## src/rtl/id_ex_operand_stage_pkg.sv

```systemverilog
// Shared widths, ALU control codes and forwarding-select encoding for the
// ID/EX operand stage.
package id_ex_operand_stage_pkg;

  localparam int DATA_W_DEF = 32;
  localparam int REG_AW_DEF = 5;

  localparam logic [1:0] ALU_ADD = 2'b00;
  localparam logic [1:0] ALU_AND = 2'b01;
  localparam logic [1:0] ALU_OR  = 2'b10;

  typedef enum logic [1:0] {
    FWD_REG   = 2'b00,
    FWD_EXMEM = 2'b01,
    FWD_MEMWB = 2'b10
  } fwd_sel_e;

endpackage

```

## src/rtl/id_ex_operand_stage_fwd_mux.sv

```systemverilog
// Per-source bypass selector: the youngest matching producer wins, and
// register 0 always reads as zero.
module id_ex_operand_stage_fwd_mux
  import id_ex_operand_stage_pkg::*;
#(
  parameter int DATA_W = DATA_W_DEF,
  parameter int REG_AW = REG_AW_DEF
) (
  input  logic [REG_AW-1:0] src,
  input  logic [DATA_W-1:0] src_data,
  input  logic              exmem_reg_write,
  input  logic [REG_AW-1:0] exmem_rd,
  input  logic [DATA_W-1:0] exmem_result,
  input  logic              memwb_reg_write,
  input  logic [REG_AW-1:0] memwb_rd,
  input  logic [DATA_W-1:0] memwb_result,
  output logic [DATA_W-1:0] fwd
);

  fwd_sel_e sel;

  always_comb begin
    sel = FWD_REG;
    if (src != '0) begin
      if (exmem_reg_write && (exmem_rd == src))
        sel = FWD_EXMEM;
      else if (memwb_reg_write && (memwb_rd == src))
        sel = FWD_MEMWB;
    end
  end

  always_comb begin
    case (sel)
      FWD_EXMEM: fwd = exmem_result;
      FWD_MEMWB: fwd = memwb_result;
      default:   fwd = (src == '0) ? '0 : src_data;
    endcase
  end

endmodule

```

## src/rtl/id_ex_operand_stage.sv

```systemverilog
// ID/EX pipeline register feeding the execute ALU, with EX/MEM and MEM/WB
// operand forwarding and load-use hazard detection.
module id_ex_operand_stage
  import id_ex_operand_stage_pkg::*;
#(
  parameter int DATA_W = DATA_W_DEF,
  parameter int REG_AW = REG_AW_DEF
) (
  input  logic              clk,
  input  logic              rst,
  input  logic              stall,
  input  logic              flush,
  input  logic              id_valid,
  input  logic [REG_AW-1:0] id_rs1,
  input  logic [REG_AW-1:0] id_rs2,
  input  logic [REG_AW-1:0] id_rd,
  input  logic [DATA_W-1:0] id_rs1_data,
  input  logic [DATA_W-1:0] id_rs2_data,
  input  logic [DATA_W-1:0] id_imm,
  input  logic              id_use_imm,
  input  logic [1:0]        id_alu_ctrl,
  input  logic              id_reg_write,
  input  logic              id_mem_read,
  input  logic              exmem_reg_write,
  input  logic [REG_AW-1:0] exmem_rd,
  input  logic [DATA_W-1:0] exmem_result,
  input  logic              memwb_reg_write,
  input  logic [REG_AW-1:0] memwb_rd,
  input  logic [DATA_W-1:0] memwb_result,
  output logic [DATA_W-1:0] alu_op1,
  output logic [DATA_W-1:0] alu_op2,
  output logic [1:0]        alu_ctrl,
  output logic [REG_AW-1:0] ex_rd,
  output logic              ex_reg_write,
  output logic              ex_mem_read,
  output logic [DATA_W-1:0] ex_store_data,
  output logic              ex_valid,
  output logic              load_use_hazard
);

  logic [REG_AW-1:0] rs1_q, rs2_q, rd_q;
  logic [DATA_W-1:0] rs1_data_q, rs2_data_q, imm_q;
  logic              use_imm_q, reg_write_q, mem_read_q;
  logic [1:0]        alu_ctrl_q;
  logic [DATA_W-1:0] fwd1, fwd2;

  always_ff @(posedge clk or posedge rst) begin
    if (rst) begin
      ex_valid    <= 1'b0;
      rs1_q       <= '0;
      rs2_q       <= '0;
      rd_q        <= '0;
      rs1_data_q  <= '0;
      rs2_data_q  <= '0;
      imm_q       <= '0;
      use_imm_q   <= 1'b0;
      alu_ctrl_q  <= 2'b00;
      reg_write_q <= 1'b0;
      mem_read_q  <= 1'b0;
    end else if (flush) begin
      ex_valid    <= 1'b0;
      rs1_q       <= id_rs1;
      rs2_q       <= id_rs2;
      rd_q        <= id_rd;
      rs1_data_q  <= id_rs1_data;
      rs2_data_q  <= id_rs2_data;
      imm_q       <= id_imm;
      use_imm_q   <= id_use_imm;
      alu_ctrl_q  <= id_alu_ctrl;
      reg_write_q <= 1'b0;
      mem_read_q  <= 1'b0;
    end else if (stall) begin
      // Refresh operands from the bypass so a producer retiring mid-stall is kept.
      rs1_data_q <= fwd1;
      rs2_data_q <= fwd2;
    end else begin
      ex_valid    <= id_valid;
      rs1_q       <= id_rs1;
      rs2_q       <= id_rs2;
      rd_q        <= id_rd;
      rs1_data_q  <= id_rs1_data;
      rs2_data_q  <= id_rs2_data;
      imm_q       <= id_imm;
      use_imm_q   <= id_use_imm;
      alu_ctrl_q  <= id_alu_ctrl;
      reg_write_q <= id_reg_write;
      mem_read_q  <= id_mem_read;
    end
  end

  id_ex_operand_stage_fwd_mux #(.DATA_W(DATA_W), .REG_AW(REG_AW)) u_fwd1 (
    .src             (rs1_q),
    .src_data        (rs1_data_q),
    .exmem_reg_write (exmem_reg_write),
    .exmem_rd        (exmem_rd),
    .exmem_result    (exmem_result),
    .memwb_reg_write (memwb_reg_write),
    .memwb_rd        (memwb_rd),
    .memwb_result    (memwb_result),
    .fwd             (fwd1)
  );

  id_ex_operand_stage_fwd_mux #(.DATA_W(DATA_W), .REG_AW(REG_AW)) u_fwd2 (
    .src             (rs2_q),
    .src_data        (rs2_data_q),
    .exmem_reg_write (exmem_reg_write),
    .exmem_rd        (exmem_rd),
    .exmem_result    (exmem_result),
    .memwb_reg_write (memwb_reg_write),
    .memwb_rd        (memwb_rd),
    .memwb_result    (memwb_result),
    .fwd             (fwd2)
  );

  assign alu_op1       = fwd1;
  assign alu_op2       = use_imm_q ? imm_q : fwd2;
  assign alu_ctrl      = alu_ctrl_q;
  assign ex_rd         = rd_q;
  assign ex_reg_write  = ex_valid & reg_write_q;
  assign ex_mem_read   = ex_valid & mem_read_q;
  assign ex_store_data = fwd2;

  assign load_use_hazard = id_valid & ex_mem_read & (rd_q != '0) &
                           ((rd_q == id_rs1) | (rd_q == id_rs2));

endmodule

```

## config.mk

```make
export PLATFORM = sky130hd
export DESIGN_NAME = id_ex_operand_stage
export DESIGN_NICKNAME = d
export VERILOG_FILES = /design/src/rtl/id_ex_operand_stage_pkg.sv /design/src/rtl/id_ex_operand_stage_fwd_mux.sv /design/src/rtl/id_ex_operand_stage.sv
export SDC_FILE = /design/constraint.sdc
export NUM_CORES = 1
export LEC_CHECK = 0
export CORE_UTILIZATION = 49
export CTS_BUF_LIST = sky130_fd_sc_hd__clkbuf_2 sky130_fd_sc_hd__clkbuf_4 sky130_fd_sc_hd__clkbuf_8
export DETAILED_ROUTE_END_ITERATION = 10
export PLACE_DENSITY = 0.9
export SLEW_MARGIN = 20
export SYNTH_ARGS = -nofsm -noshare
export SYNTH_HDL_FRONTEND = slang
export SYNTH_HIERARCHICAL = 1
export SYNTH_SLANG_ARGS = --single-unit
export TNS_END_PERCENT = 5
```

## constraint.sdc

```tcl
create_clock -name clk -period 8.5 [get_ports clk]
set_input_delay 0.85 -clock clk [delete_from_list [all_inputs] [get_ports clk]]
set_output_delay 0.85 -clock clk [all_outputs]
set_load 0.01 [all_outputs]
```

==> metrics.yaml <==
drt:
  via_count_normalized_by_instance_count: 5.68
  wirelength_um: 23200
  initial_drt_pass_iterations: 7
  drtAntennaViolNets: 0
  drc_errors: 17
  num_vias: 6304
  drt_iter0_markers: 400
  detail_route.wl_per_cell_um: 20.9
floorplan:
  core-area_um2: 14700
  design.die.area_um2: 15700
  top_level_ports: 304
  floorplan.die.height_um: 125
  initial_core_util: 0.508
  die_width_um: 125
  rows: 44
synth:
  netlist_area_um2: 7460
  synth_area_per_cell_um2: 11.6
  synth_nets: 840
  synth_top_area_frac: 0.392
  netlist_cell_types: 28
  synth_top_cell_by_area: "sky130_fd_sc_hd__dfrtp_1"
  yosysSeqAreaShare: 0.392
  synth_top_cells_by_area: "sky130_fd_sc_hd__dfrtp_1 (39%), sky130_fd_sc_hd__mux2_2 (13%), sky130_fd_sc_hd__mux2_4 (12%)"
  synth-seq-cells: 117
  synthCells: 643
  yosys_warning_count: 6
pwr:
  power_switching_share: 0.283
  power_switching_uw: 480
  pwr-share-seq: 0.376
  power.leakage_uw: 0.00464
  totalPowerFinal_uw: 1700
  power_frac_comb: 0.321
  internal-power_uw: 1220
  share_clk_of_total_power: 0.303
  max-vdd-ir-drop_mv: 0.121
  power_per_cell_area_nw_per_um2: 158
clock_tree:
  cts_root_buf: "sky130_fd_sc_hd__clkbuf_8"
  clkLatencyLatePin_ns: 0.45
  htree_num_levels: 4
  cts.clk_slew.worst_paths_ns: 0.07
  clock_sinks: 117
  post_cts.resized_instances: 0
  max-clock-path-buffers: 2
  cts-hold-fix-buffers: 0
  post_cts_buffers: 0
  cts-buffers-inserted: 17
  cts_tree: "done"
final_layout:
  post-route-cell-area_um2: 10800
  mostFrequentLayoutCell: "sky130_fd_sc_hd__clkdlybuf4s50_1"
  num-fill-cells: 991
  final-seq-area_um2: 2930
  multi_input_area_um2: 3900
  final_cell_mix: "sky130_fd_sc_hd__clkdlybuf4s50_1 (303), sky130_fd_sc_hd__dfrtp_1 (116), sky130_fd_sc_hd__mux2_2 (86), sky130_fd_sc_hd__nand3_1 (66), sky130_fd_sc_hd__nand4_1 (66)"
  number_of_antenna_cells_inserted: 0
  design.final.nets: 1110
  area_delta_synth_final_pct: 44.4
  post_route_cells_drive_above_1_share: 0.278
  stdcell_count: 1109
global_routing:
  grt_pass1_wl_um: 36000
  first_global_vias: 6617
  grt_antenna_before_repair: 0
  grt_usage: 0.298
  globalRoute.totalOverflow: 0
  grt_start_max_net_pins: 66
timing:
  achievable-frequency_mhz: 188
  final-setup-viol-count: 0
  period_share: 0.624
  rsz0062_at_grt: "no"
  fin_worst_skew_ns: 0.00850
  finalHoldViolations: 0
  final.setup.worst_slack_ns: 3.19
  final_max_slew_viol_count: 0
  worst_pin_slew_ns: 1.11
  finalSetupTns_ns: 0
  final.min_clock_period_ns: 5.31
  maxSlewHeadroom: 0.257
worst_setup_path:
  r2r_setup_slack_ns: 5.01
  criticalPathCategory: "in -> out"
  critPathCaptureType: "output pin"
  cp_data_arrival_time_ns: 4.46
  cp_max_fo: 33
  timing.critical_path.from_type: "primary input"
  crit_required_ns: 7.65
outcome:
  status: "finished, violations left"
  failed_checks: "design-rule violations"
placed_design:
  port_buffers: 303
  placed_area_um2: 10400
  globalplace.congestion: 0.855
  dpl_worst_slack_ns: 3.18
  hpwl_um: 15900
  placedCellCount: 1078
job:
  timing.max_cap.violations: 0
worst_hold_path:
  min_path_type: "reg -> reg"
[worst max-delay path, stage by stage]
cell and delay [ns]:
sky130_fd_sc_hd__clkdlybuf4s50_1 0.46, sky130_fd_sc_hd__xor2_1 0.17, sky130_fd_sc_hd__nor4_2 0.29, sky130_fd_sc_hd__nand4_2 0.78, sky130_fd_sc_hd__nand2b_4 0.68, sky130_fd_sc_hd__o211ai_1 0.42
sky130_fd_sc_hd__mux2_2 0.23, sky130_fd_sc_hd__clkdlybuf4s50_1 0.53
[synthesized netlist by cell type, drive strengths merged]
cell,instances
or4,1
nand3,66
inv,65
mux2,146
nor4,2
mux2i,3
o211ai,65
xnor2,16
nor3,4
and2,2
dfrtp,117
clkbuf,29
nor2b,1
a21oi,1
or2,2
buf,28
nand2b,2
nand4,68
nand2,4
nor2,7
xor2,14
[routing by layer]
metal,up-vias,GRT usage,wire [um]
met4,0,0.113,600
met1,3078,0.348,8970
met3,49,0.0852,1870
met5,-,0,0
met2,304,0.519,11700
li1,2873,-,-
[final timing paths]
check / from / end / cells after the start
max reg2reg: rs2_q[3] / rs2_data_q[24] / 7
max: memwb_rd[1] / alu_op2[24] / 8
min in group asynchronous: rst / rs1_data_q[4] / 2
min reg2reg: imm_q[23] / imm_q[23] / 1
max in group asynchronous: rst / use_imm_q / 3
min: imm_q[23] / imm_q[23] / 1
[power by group through the flow]
stage / Combinational, uW / Clock, uW / Sequential, uW
2_1_floorplan: 277 / 0 / 636
3_3_place_gp: 535 / 0 / 646
3_5_place_dp: 542 / 0 / 649
4_1_cts: 548 / 522 / 639
5_1_grt: 579 / 546 / 644
6_report: 545 / 514 / 639
[per-stage QoR]
step,hold WS [ns],util
final,0.503,0.733
after global routing,0.517,0.733
after detailed placement,0.490,0.706
after CTS,0.505,0.733
after global placement,0.482,0.706
after floorplan,0.474,-
[sequential cells by signal (all words and copies together), names as in the netlist]
signal / cells
mem_read_q: 1
rs1_data_q: 32
imm_q: 32
rs1_q: 5
rs2_q: 5
rs2_data_q: 32
alu_ctrl: 2
reg_write_q: 1
ex_rd: 5
use_imm_q: 1
ex_valid: 1
[final cells by class]
type / count / area share
multi-input cells: 404 / 0.362
clock buffers: 22 / 0.0269
clock inverters: 9 / 0.00952
flip-flops and latches: 117 / 0.272
well taps: 184 / 0.0214
inverters: 65 / 0.0229
repair buffers: 308 / 0.285
[logic make-up after synthesis]
logic type,after synthesis,share of synthesized area
AND/OR/NAND/NOR,159,0.124
multiplexers,149,0.255
XOR/XNOR,30,0.0352
buffers and inverters,122,0.0870
flip-flops,117,0.392
AO/OA/AOI/OAI,66,0.106
No activity file was read; power rests on OpenSTA's default activity.
